==> src/rtl/wine_seq_pkg.sv <==
// Shared state encoding and default dimensions for the wine feature sequencer.
package wine_seq_pkg;

  localparam int NUM_FEAT = 11;
  localparam int FEAT_W   = 4;
  localparam int OUT_W    = 20;
  localparam int CNT_W    = 4;

  typedef enum logic [1:0] {
    LOAD = 2'd0,
    EVAL = 2'd1,
    HOLD = 2'd2
  } state_e;

endpackage

==> src/rtl/wine_feat_packer.sv <==
// Beat index counter plus packed feature register that drives the classifier input.
module wine_feat_packer #(
  parameter int NUM_FEAT = wine_seq_pkg::NUM_FEAT,
  parameter int FEAT_W   = wine_seq_pkg::FEAT_W,
  parameter int IDX_W    = (NUM_FEAT > 1) ? $clog2(NUM_FEAT) : 1
) (
  input  logic                       clk,
  input  logic                       rst,
  input  logic                       wr_en,
  input  logic                       clr,
  input  logic [FEAT_W-1:0]          wr_data,
  output logic [IDX_W-1:0]           idx,
  output logic [NUM_FEAT*FEAT_W-1:0] feat_word
);

  logic [IDX_W-1:0]           idx_q, idx_d;
  logic [NUM_FEAT*FEAT_W-1:0] word_q, word_d;

  // A write lands in the slot of the current index; clear wins over the increment.
  always_comb begin
    idx_d  = idx_q;
    word_d = word_q;
    if (wr_en) begin
      word_d[FEAT_W*idx_q +: FEAT_W] = wr_data;
      idx_d = idx_q + IDX_W'(1);
    end
    if (clr) begin
      idx_d = '0;
    end
  end

  always_ff @(posedge clk) begin
    if (rst) begin
      idx_q  <= '0;
      word_q <= '0;
    end else begin
      idx_q  <= idx_d;
      word_q <= word_d;
    end
  end

  assign idx       = idx_q;
  assign feat_word = word_q;

endmodule

==> src/rtl/wine_feature_sequencer.sv <==
// Collects one frame of features, lets the external classifier settle, then offers its result.
module wine_feature_sequencer #(
  parameter int NUM_FEAT    = wine_seq_pkg::NUM_FEAT,
  parameter int FEAT_W      = wine_seq_pkg::FEAT_W,
  parameter int OUT_W       = wine_seq_pkg::OUT_W,
  parameter int EVAL_CYCLES = 2
) (
  input  logic                       clk,
  input  logic                       rst,
  input  logic                       feat_valid,
  output logic                       feat_ready,
  input  logic [FEAT_W-1:0]          feat_data,
  input  logic                       feat_last,
  output logic [NUM_FEAT*FEAT_W-1:0] mlp_inp,
  input  logic [OUT_W-1:0]           mlp_out,
  output logic                       res_valid,
  input  logic                       res_ready,
  output logic [OUT_W-1:0]           res_data,
  output logic                       frame_err
);

  import wine_seq_pkg::*;

  localparam int IDX_W = (NUM_FEAT > 1) ? $clog2(NUM_FEAT) : 1;

  state_e             state_q, state_d;
  logic [CNT_W-1:0]   cnt_q, cnt_d;
  logic [OUT_W-1:0]   res_data_q, res_data_d;
  logic               frame_err_q, frame_err_d;

  logic [IDX_W-1:0]   idx;
  logic               last_idx;
  logic               feat_xfer;
  logic               res_xfer;
  logic               frame_bad;
  logic               pk_wr_en;
  logic               pk_clr;

  assign feat_ready = (state_q == LOAD) && !rst;
  assign res_valid  = (state_q == HOLD);
  assign feat_xfer  = feat_valid && feat_ready;
  assign res_xfer   = res_valid && res_ready;
  assign last_idx   = (idx == IDX_W'(NUM_FEAT - 1));
  // A frame is bad when feat_last and the final index disagree.
  assign frame_bad  = feat_last ^ last_idx;
  assign pk_wr_en   = feat_xfer && !frame_bad;
  assign pk_clr     = (feat_xfer && (feat_last || last_idx)) || res_xfer;

  wine_feat_packer #(
    .NUM_FEAT (NUM_FEAT),
    .FEAT_W   (FEAT_W),
    .IDX_W    (IDX_W)
  ) u_packer (
    .clk       (clk),
    .rst       (rst),
    .wr_en     (pk_wr_en),
    .clr       (pk_clr),
    .wr_data   (feat_data),
    .idx       (idx),
    .feat_word (mlp_inp)
  );

  always_comb begin
    state_d     = state_q;
    cnt_d       = cnt_q;
    res_data_d  = res_data_q;
    frame_err_d = feat_xfer && frame_bad;
    unique case (state_q)
      LOAD: begin
        if (feat_xfer && feat_last && last_idx) begin
          state_d = EVAL;
          cnt_d   = CNT_W'(EVAL_CYCLES - 1);
        end
      end
      EVAL: begin
        if (cnt_q == '0) begin
          res_data_d = mlp_out;
          state_d    = HOLD;
        end else begin
          cnt_d = cnt_q - CNT_W'(1);
        end
      end
      HOLD: begin
        if (res_xfer) begin
          state_d = LOAD;
        end
      end
      default: state_d = LOAD;
    endcase
  end

  always_ff @(posedge clk) begin
    if (rst) begin
      state_q     <= LOAD;
      cnt_q       <= '0;
      res_data_q  <= '0;
      frame_err_q <= 1'b0;
    end else begin
      state_q     <= state_d;
      cnt_q       <= cnt_d;
      res_data_q  <= res_data_d;
      frame_err_q <= frame_err_d;
    end
  end

  assign res_data  = res_data_q;
  assign frame_err = frame_err_q;

endmodule

==> config.mk <==
export PLATFORM = sky130hd
export DESIGN_NAME = wine_feature_sequencer
export DESIGN_NICKNAME = d
export VERILOG_FILES = /design/src/rtl/wine_seq_pkg.sv /design/src/rtl/wine_feat_packer.sv /design/src/rtl/wine_feature_sequencer.sv
export SDC_FILE = /design/constraint.sdc
export NUM_CORES = 1
export LEC_CHECK = 0
export CORE_MARGIN = 4
export CORE_UTILIZATION = 53
export CTS_BUF_LIST = sky130_fd_sc_hd__clkbuf_2 sky130_fd_sc_hd__clkbuf_4 sky130_fd_sc_hd__clkbuf_8
export DETAILED_ROUTE_END_ITERATION = 6
export PLACE_DENSITY = 0.88
export SYNTH_ARGS = -nofsm -noshare
export SYNTH_HDL_FRONTEND = slang
export SYNTH_SLANG_ARGS = --single-unit
==> constraint.sdc <==
create_clock -name clk -period 7.35 [get_ports clk]
set_input_delay 1.47 -clock clk [delete_from_list [all_inputs] [get_ports clk]]
set_output_delay 1.47 -clock clk [all_outputs]
set_load 0.005 [all_outputs]
; ---- Word-level counts from Yosys, hierarchy flattened
; Cells that the tools add are included.
[classes]
add_sub_neg = 3
eq_ne = 7
shift = 2
mux = 8
bitwise = 1
n_reduce_logical = 19
[op_table]
columns = operator, count
row1 = bitwise mux 44 bit, 1
row2 = "variable shift 4 x 34 -> 44 bit, first input constant", 1
row3 = indexed part select 4 x 34 -> 44 bit, 1
row4 = negator 6 -> 34 bit, 1
row5 = logical AND 1 bit, 8
row6 = two-way mux 4 bit, 2
row7 = case mux 4 bit (2 select lines), 1
row8 = two-way mux 2 bit, 3
row9 = case mux 2 bit (3 select lines), 1
row10 = AND reduction 3 bit, 2
row11 = "adder 4 x 1 -> 4 bit, second input constant", 1
row12 = "== test 4 bit, second input constant", 1
row13 = logical NOT 4 bit, 1
row14 = "inequality test 2 x 1 -> 1 bit, second input constant", 2
row15 = "inequality test 2 bit, second input constant", 2
row16 = "subtractor 4 x 1 -> 4 bit, second input constant", 1
row17 = "== test 2 x 1 -> 1 bit, second input constant", 1
row18 = "== test 2 bit, second input constant", 1
row19 = logical NOT 1 bit, 2
row20 = logical NOT 2 bit, 1
row21 = logical OR 1 bit, 2
row22 = AND reduction 2 bit, 1
row23 = nonzero test 2 bit, 1
row24 = OR reduction 2 bit, 1
row25 = XOR 1 bit, 1
[totals]
reg_bits = 75
output_inout_bits = 67
elab_cells = 46

; ---- Longest topological paths before layout
[logic_depth]
word_depth = 7
depth_mapped = 9

; ---- By module
; A second synthesis with hierarchy kept.
[unflattened]
hier_cells = 392
hier_area_um2 = 3384.5
[by_module_without_submodules]
columns = mod, instances, cells_per_inst, area_per_inst_um2
row1 = wine_feat_packer, 1, 254, 2253.4
row2 = wine_feature_sequencer, 1, 138, 1131.1

; ---- Worst setup path after synthesis
; Ideal clock, no wire load.
[synth_timing]
kind = in2out
startpoint = input port rst
endpoint = output port feat_ready
arrival_time_ns = 1.932
required_time_ns = 5.880
setup_slack_ns = 3.948
path_stages = 3
path_cell_list = buf_6 -> clkbuf_1 -> nor3_1
[synth_between]
elab_chain_len = 2
[synth_rtl]
columns = element, line
row1 = start: declaration, wine_feature_sequencer.sv:9  ; input logic rst,
row2 = logical NOT 1 bit, wine_feature_sequencer.sv:39  ; assign feat_ready = (state_q == LOAD) && !rst;
row3 = logical AND 1 bit, wine_feature_sequencer.sv:39
row4 = end: declaration, wine_feature_sequencer.sv:11  ; output logic feat_ready,
; Every way passes these cells.

; ---- Worst setup path in the final report
; Ends and elaborated chain as after synthesis.

==> reports/metrics.cfg <==
[outcome]
run_status = completed

[place]
dpl_cell_area_um2 = 4290
hpwl_um = 5910
placed_cells = 511
port_buffers = 95
gp_congestion = 0.806

[logic_synthesis]
ys_async_sr_fraction_pct = 0
synth.area.top_cells = dfxtp_1 (45%), mux2i_1 (13%), nand2b_1 (5.6%)
synthTopCellsByCount = dfxtp_1 (75), nand2_1 (49), mux2i_1 (42)
yosysSeqAreaShare_pct = 45.0
synth_top_area_share_pct = 45.0
synthCells = 359
synthesis.area_um2 = 3340
yosys_warnings = 0
synth_most_common_cell = dfxtp_1
ys_ff_latch = 75
ys_types = 37
synth_area_per_cell_um2 = 9.29
syn_nets = 395
synth_top_cell_by_area = dfxtp_1
synthFlopType = dfxtp_1
synth-edff-count = 0

[setup_path]
cp.arrival_ns = 2.69
crit_fanout = 82
crit_path_start_kind = input port
setup.worst_path.start = rst
crit_type = input port to output pin
crit_required_ns = 5.88
reg2reg_slack_ns = 4.45
r2r-start = u_packer.idx[0]
cp-end-kind = output pin

[power_and_ir_drop]
power_frac_seq_pct = 51.9
comb_power_share_pct = 6.2
p_leak_nw = 1.68
power_density_nw_per_um2 = 175
total_power_mw = 0.789
clkPwrFrac_pct = 41.9
vdd_drop_max_uv = 124
internal-power_mw = 0.616
switchingPower_mw = 0.173
sw_frac_of_total_pct = 22.0

[clock_network]
post_cts_buffers = 0
clock_latency_ns = 0.34
cts_inserted_buffers = 9
root_buffer = clkbuf_8
cts_num_sinks = 75
htreeDepth = 3
tritoncts = done
hold_buffers = 0
cts_buffer_depth = 2
path_clk_slew_ns = 0.08
cts_resized = 0

[floorplanning]
io_pins = 96
core_area_um2 = 6030
die_w_um = 87.3
die-area_um2 = 7630
fp-row-count = 28
die_y_um = 87.3
start_util_pct = 55.4

[global_routing]
grtUsageTotal_pct = 22.7
grt.overflow.total = 0
first_global_vias = 2835
grt_pass1_wl_um = 13700
grt_max_degree = 83
antenna_found_initial = 0

[detailed_routing]
viasPerCell = 5.38
drt-pass1-iter-count = 4
wirelength_um = 8460
first_iter_violations = 172
vias = 2836
ant_nets = 0
drc_errors = 0
wire_per_inst_um = 16.0

[cells_and_area]
final_cells = 527
final_nets = 483
diodes = 0
final_area_um2 = 4510
area_delta_synth_final_pct = 35.1
drive_gt1_share_pct = 5.97

[timing]
tns_ns = 0
max-slew-margin-rel_pct = 44.6
finClkSkew_ns = 0.00813
period_needed_ns = 4.16
worstMarginPinSlew_ns = 0.829
maxSlewViolCount = 0
rsz0062_at_grt = false
fin_crit_sh_pct = 56.6
setup_viol = 0
hold_viol_final = 0
max_freq_mhz = 240

[worst_hold_path]
hold_start = res_data[9]
hold_class = flop to flop

[job]
max-cap-violations = 0

[worst max-delay path: stages]
cell	delay [ns]
buf_2	0.08
buf_4	0.56
nor3_1	0.09
clkdlybuf4s50_1	0.48
[logic make-up after synthesis]
| logic type | Yosys count | synth area share, % |
|---|---|---|
| AND/OR/NAND/NOR | 164 | 27.3 |
| AO/OA/AOI/OAI | 39 | 7.54 |
| flip-flops | 75 | 45.0 |
| multiplexers | 42 | 12.6 |
| adder cells (fa/ha/maj) | 7 | 2.63 |
| XOR/XNOR | 5 | 1.31 |
| buffers and inverters | 27 | 3.56 |
[power by group through the flow]
stage                     clock (mW)  combinational (mW)  sequential, mW
after floorplan                    0              0.0254           0.418
after global placement             0              0.0472           0.419
after detailed placement           0              0.0483           0.419
after CTS                      0.336              0.0485           0.409
after global routing           0.355              0.0525           0.409
final                          0.331              0.0489           0.409
[cells in the final DEF, fill, tap and decap left out, drive strengths merged]
cell / n
a2111oi: 2
a211oi: 1
a21boi: 2
a21oi: 29
a2bb2oi: 1
and2: 7
and3: 4
and3b: 1
and4b: 1
buf: 2
bufinv: 1
clkbuf: 12
clkdlybuf4s50: 94
clkinv: 2
clkinvlp: 1
dfxtp: 75
ha: 7
inv: 8
mux2i: 42
nand2: 49
nand2b: 30
nand3: 5
nand3b: 12
nand4: 4
nor2: 26
nor2b: 2
nor3: 5
nor3b: 6
nor4: 3
nor4b: 1
o21ai: 4
or3: 5
or3b: 2
or4b: 1
xnor2: 4
xor2: 1
[state kept, by name, indices dropped and copies added, names as in the netlist]
signal and flops:
u_packer.feat_word 44, res_data 20, cnt_q 4, u_packer.idx 4
state_q 2, frame_err 1
[cell type report]
type	instances	area [um^2]
inverter	8	30.0
timing repair buffer	96	953
multi-input combinational	257	1720
clock inverter	4	47.5
sequential	75	1500
clock buffer	12	165
tap	75	93.8
fill	442	1520
[final timing paths]
kind,cells after the start,end
setup / recovery,4,feat_ready
hold / removal,2,res_data[9]
setup reg to reg,7,u_packer.feat_word[28]
hold reg to reg,2,res_data[9]
[metrics by stage]
| stage | hold slack [ns] | utilization (%) | setup slack, ns |
|---|---|---|---|
| finish | 0.457 | 74.8 | 3.19 |
| detailed placement | 0.448 | 71.3 | 3.19 |
| global route | 0.484 | 74.8 | 3.08 |
| floorplan | 0.453 | - | 3.95 |
| global placement | 0.442 | 71.3 | 3.19 |
| CTS | 0.459 | 74.8 | 3.19 |
[metal layers]
metal | routed length (um) | global-route usage (%) | vias up
met5 | 0 | 0 | -
met2 | 4370 | 37.9 | 70
met1 | 3610 | 28.7 | 1355
met4 | 130 | 9.62 | 0
met3 | 347 | 4.07 | 14
li1 | - | - | 1397
Note: power is estimated with default switching activity, not from simulation.
==> RTL edit 1: new RTL, same settings <==
`CNT_W`: 4 -> 5.
--- a/src/rtl/wine_seq_pkg.sv
+++ b/src/rtl/wine_seq_pkg.sv
@@ -4,7 +4,7 @@
   localparam int NUM_FEAT = 11;
   localparam int FEAT_W   = 4;
   localparam int OUT_W    = 20;
-  localparam int CNT_W    = 4;
+  localparam int CNT_W    = 5;
 
   typedef enum logic [1:0] {
     LOAD = 2'd0,
Formal check against the unedited RTL: no difference found for any inputs over 10 cycles, from zero or initial values and one cycle with rst high; that may be too few to reach the edited logic, so the function may still have changed.
==> RTL edit 1 against the unedited design <==
  * Design area up 1.5%
  * Synthesized cell count increased by 6.4%
  * Setup slack lost 30 ps
  * Non-clock buffer count unchanged
  * Total power fell by 3.6%
  * Count of clock-buffer cells in the layout fell by 2
  * Wire length shrank 2.7%
  * Synthesized area is 3.1% higher
  * Sequential cell count rose by 1
  * Sequential power increased by 1%
  * Largest cell class unchanged
==> RTL edit 1: results (changes against the unedited design) <==
IO Port Bufs=95 (unchanged); Antenna Diode Count=0 (unchanged); Critical-path top delay cell=buf_4; H-tree levels=3 (unchanged); Via-to-Cell Ratio=5.40 (+0.36%); VDD IR-drop max=103 µV (-17%); share of post-route cells with drive strength above 1=5.51% (-0.46 points); post-CTS setup repair buffer count=0 (unchanged); DRT iter0 DRCs=213 (+24%); gpl congestion=0.910 (+13%); CP arrival=2720 ps (+30 ps); status=completed; Leakage Power=1.65 nW (-1.8%); post-synthesis sequential area ratio=44.3% (-0.76 points); Routed WL=8.22 mm (-2.7%); Reg clk slew, reported paths=around 90 ps; Clk Latency, worst-skew pair=around 350 ps; Reg2Reg Setup Slack=4360 ps (-90 ps); synth top area cells=dfxtp_1 44%, mux2i_1 10%, nand2_1 6.6%, nand2b_1 5.1%, a21oi_1 4.8%; post-synthesis xor/xnor area fraction=1.27% (-0.039 points); Synth cell types=41 (+11%); Layout Nets=505 (+4.6%); Clock Root Buffer=clkbuf_8; Routed wire per std cell=15.0 µm (-6.6%); number of global-route vias before repair=2864 (+1.0%); largest net degree at the start of global routing=81 (-2.4%); Synth Area in Compound Gates=9.46% (+1.9 points); Placed Cells=533 (+4.3%); Worst path max stage delay=560 ps (about the same); clk_skew=12.0 ps (+3.86 ps); max reg flops=44 (unchanged); Register-to-Register Path Depth=8 (+1); Detail Placement HPWL=5.96 mm (+0.74%); gr usage total=22.0% (-0.70 points); first-pass GRT wire length=13.6 mm (-0.91%); Net Count, Synth=420 (+6.3%); Top FF cell, synth=dfxtp_1; synth cell count leaders=76 x dfxtp_1, 60 x nand2_1, 36 x mux2i_1; Slew @ Worst Pin=869 ps (+40.2 ps); Post-Syn Instances=382 (+6.4%); Reg-to-Reg End=u_packer.feat_word[32]; mux cell area share after synthesis=10.5% (-2.1 points); Post-CTS Resized=0 (unchanged); delay-heaviest family, CP=buffers and inverters; Num CTS Buffers=9 (unchanged); Max FO, Critical Path=80 (-2.4%); Adder-Cell Fraction of Synth Area=3.28% (+0.65 points)
[RTL edit 1: final cells by class]
type                    instances  area, µm²
clock buffers                  10        138
clock inverters                 6       45.0
fillers                       493       1740
inverters                       9       33.8
multi-input cells             275       1790
flip-flops and latches         76       1520
well taps                      77       96.3
repair buffers                 96        953
[RTL edit 1: kinds of logic after synthesis]
kind of cell,Yosys count
AO/OA/AOI/OAI,51
XOR/XNOR,5
adder cells (fa/ha/maj),9
buffers and inverters,31
flip-flops,76
multiplexers,36
AND/OR/NAND/NOR,174
[RTL edit 1: through the flow]
step	util (%)	setup slack (ps)	hold WS [ps]	area [µm²]	power, mW
after floorplan	-	3700	453	3440	0.451
after global placement	69.5	3190	442	4390	0.473
after detailed placement	69.5	3180	446	4390	0.474
after CTS	72.4	3180	458	4570	0.765
after global routing	72.4	3050	477	4570	0.789
final	72.4	3160	456	4570	0.761
[RTL edit 1: how the worst min path moves through the flow]
stage                                       from                endpoint  slack (ps)  depth (start not counted)
after CTS                            res_data[2]             res_data[2]         460                          2
after global placement               res_data[6]             res_data[6]         440                          2
after floorplan                      res_data[0]             res_data[0]         450                          2
after detailed placement             res_data[2]             res_data[2]         450                          2
final                     u_packer.feat_word[36]  u_packer.feat_word[36]         460                          2
after global routing                 res_data[2]             res_data[2]         480                          2
[RTL edit 1: tightest hold or removal path, stage by stage, from the launching register on]
cell     delay (ps)
dfxtp_1         320
nand2_1          50
a21oi_1          50
[RTL edit 1: layer usage]
layer | global-route usage (%) | wire length [µm]
met4 | 9.48 | 185
met2 | 33.7 | 3780
met5 | 0 | 0
met1 | 29.7 | 3750
met3 | 5.40 | 506
[RTL edit 1: report_power, final]
group / switching (mW) / total, mW / internal (mW)
Sequential: 0.00203 / 0.415 / 0.413
Combinational: 0.0245 / 0.0500 / 0.0255
Clock: 0.161 / 0.296 / 0.135
Total: 0.188 / 0.761 / 0.573
==> RTL edit 2: new RTL, config.mk and constraints unchanged <==
Made on the original files. Encoding of `state_e`: now one-hot (3 bits for 3 states).
--- a/src/rtl/wine_seq_pkg.sv
+++ b/src/rtl/wine_seq_pkg.sv
@@ -6,10 +6,10 @@
   localparam int OUT_W    = 20;
   localparam int CNT_W    = 4;
 
-  typedef enum logic [1:0] {
-    LOAD = 2'd0,
-    EVAL = 2'd1,
-    HOLD = 2'd2
+  typedef enum logic [2:0] {
+    LOAD = 3'b001,
+    EVAL = 3'b010,
+    HOLD = 3'b100
   } state_e;
 
 endpackage
Function: same outputs for any inputs over 10 cycles, from zero or initial values and one cycle with rst high; not proved beyond that.
==> RTL edit 2 against the unedited design <==
  * Design area rose by 0.14%
  * Synthesized area rose by 0.34%
  * Total power rose by 0.37%
  * Synthesized cell count rose by 0.28%
  * Sequential cell count rose by 1
  * Clock skew fell by 1.7 ps
  * Wire length fell by 4.1%
  * Non-clock buffer count did not move
  * Combinational power fell by 5.7%
  * Setup slack got worse by 620 ps
  * Highest routed layer unchanged
  * Sequential power rose by 1%
  * Largest cell class unchanged
  * Core utilization rose by 0.10 points
==> RTL edit 2: results (changes against the unedited design) <==
status=completed; Synth cell types=40 (+8.1%); invs w/o clock=9 (+1); WL met1=3.52 mm (-2.5%); synth top area cells=dfxtp_1 45%, mux2i_1 13%, nand2_1 5.3%, nor2_1 4.8%, nand2b_1 4.1%; post-synthesis xor/xnor area fraction=1.57% (+0.26 points); CP arrival=3310 ps (+620 ps); Clock Sinks=76 (+1.3%); area of the multi-input gates=1700 µm² (-0.88%); largest net degree at the start of global routing=78 (-6.0%); Slew @ Worst Pin=1180 ps (+349 ps); Adder-Cell Fraction of Synth Area=3.36% (+0.74 points); Layout Nets=484 (+0.21%); met2 WL post-DR=3.84 mm (-12%); share of post-route cells with drive strength above 1=6.65% (+0.68 points); Reg-to-Reg End=u_packer.feat_word[15]; Sequential Power Share=52.3% (+0.4 points); Routed WL=8.11 mm (-4.1%); Power Total=0.792 mW (+0.37%); synth cell count leaders=76 x dfxtp_1, 47 x nand2_1, 44 x mux2i_1; Max FO, Critical Path=77 (-6.1%); clock share of power=41.8% (about the same); Reg2Reg Setup Slack=4330 ps (-120 ps); gr usage total=22.1% (-0.58 points); clk_skew=6.39 ps (-1.74 ps); hold path start=res_data[11]; multi-input gates=254 (-1.2%); Critical-path top delay cell=or4b_4; Clock-cell share=4.66% (-0.062 points); Register-to-Register Path Depth=8 (+1); wire length on met3=556 µm (+60%); mux cell area share after synthesis=13.2% (+0.56 points); Detail Placement HPWL=5.86 mm (-0.87%); Pint=0.612 mW (-0.62%); number of global-route vias before repair=2829 (-0.21%)
RTL edit 2: cell types whose count changed in the layout (fill, tap and decap cells not counted), moves of 3 or more:
cell	before	now
nand2b_1	30	22
o21ai_0	4	1
o2111ai_1	0	4
a21oi_1	29	22
nor2_1	26	43
nand3b_1	12	1
and4bb_2	0	4
nor3b_1	6	2
nand4_1	4	0
nor3_1	5	11
and2_1	7	4
or3_1	5	1
RTL edit 2: metal layers:
metal	GRT usage, %	up-vias
met5	0	-
met1	27.5	1295
li1	-	1394
met4	11.3	0
met3	4.16	22
met2	36.4	118
RTL edit 2: stage by stage:
step	hold slack, ps	instances	worst slack (ps)	utilization (%)	cell area (µm²)
6_report	457	526	2570	74.9	4510
4_1_cts	458	526	2550	74.9	4510
3_5_place_dp	447	510	2540	71.4	4300
5_1_grt	482	526	2470	74.9	4510
3_3_place_gp	441	510	2570	71.4	4300
2_1_floorplan	453	360	3630	-	3350
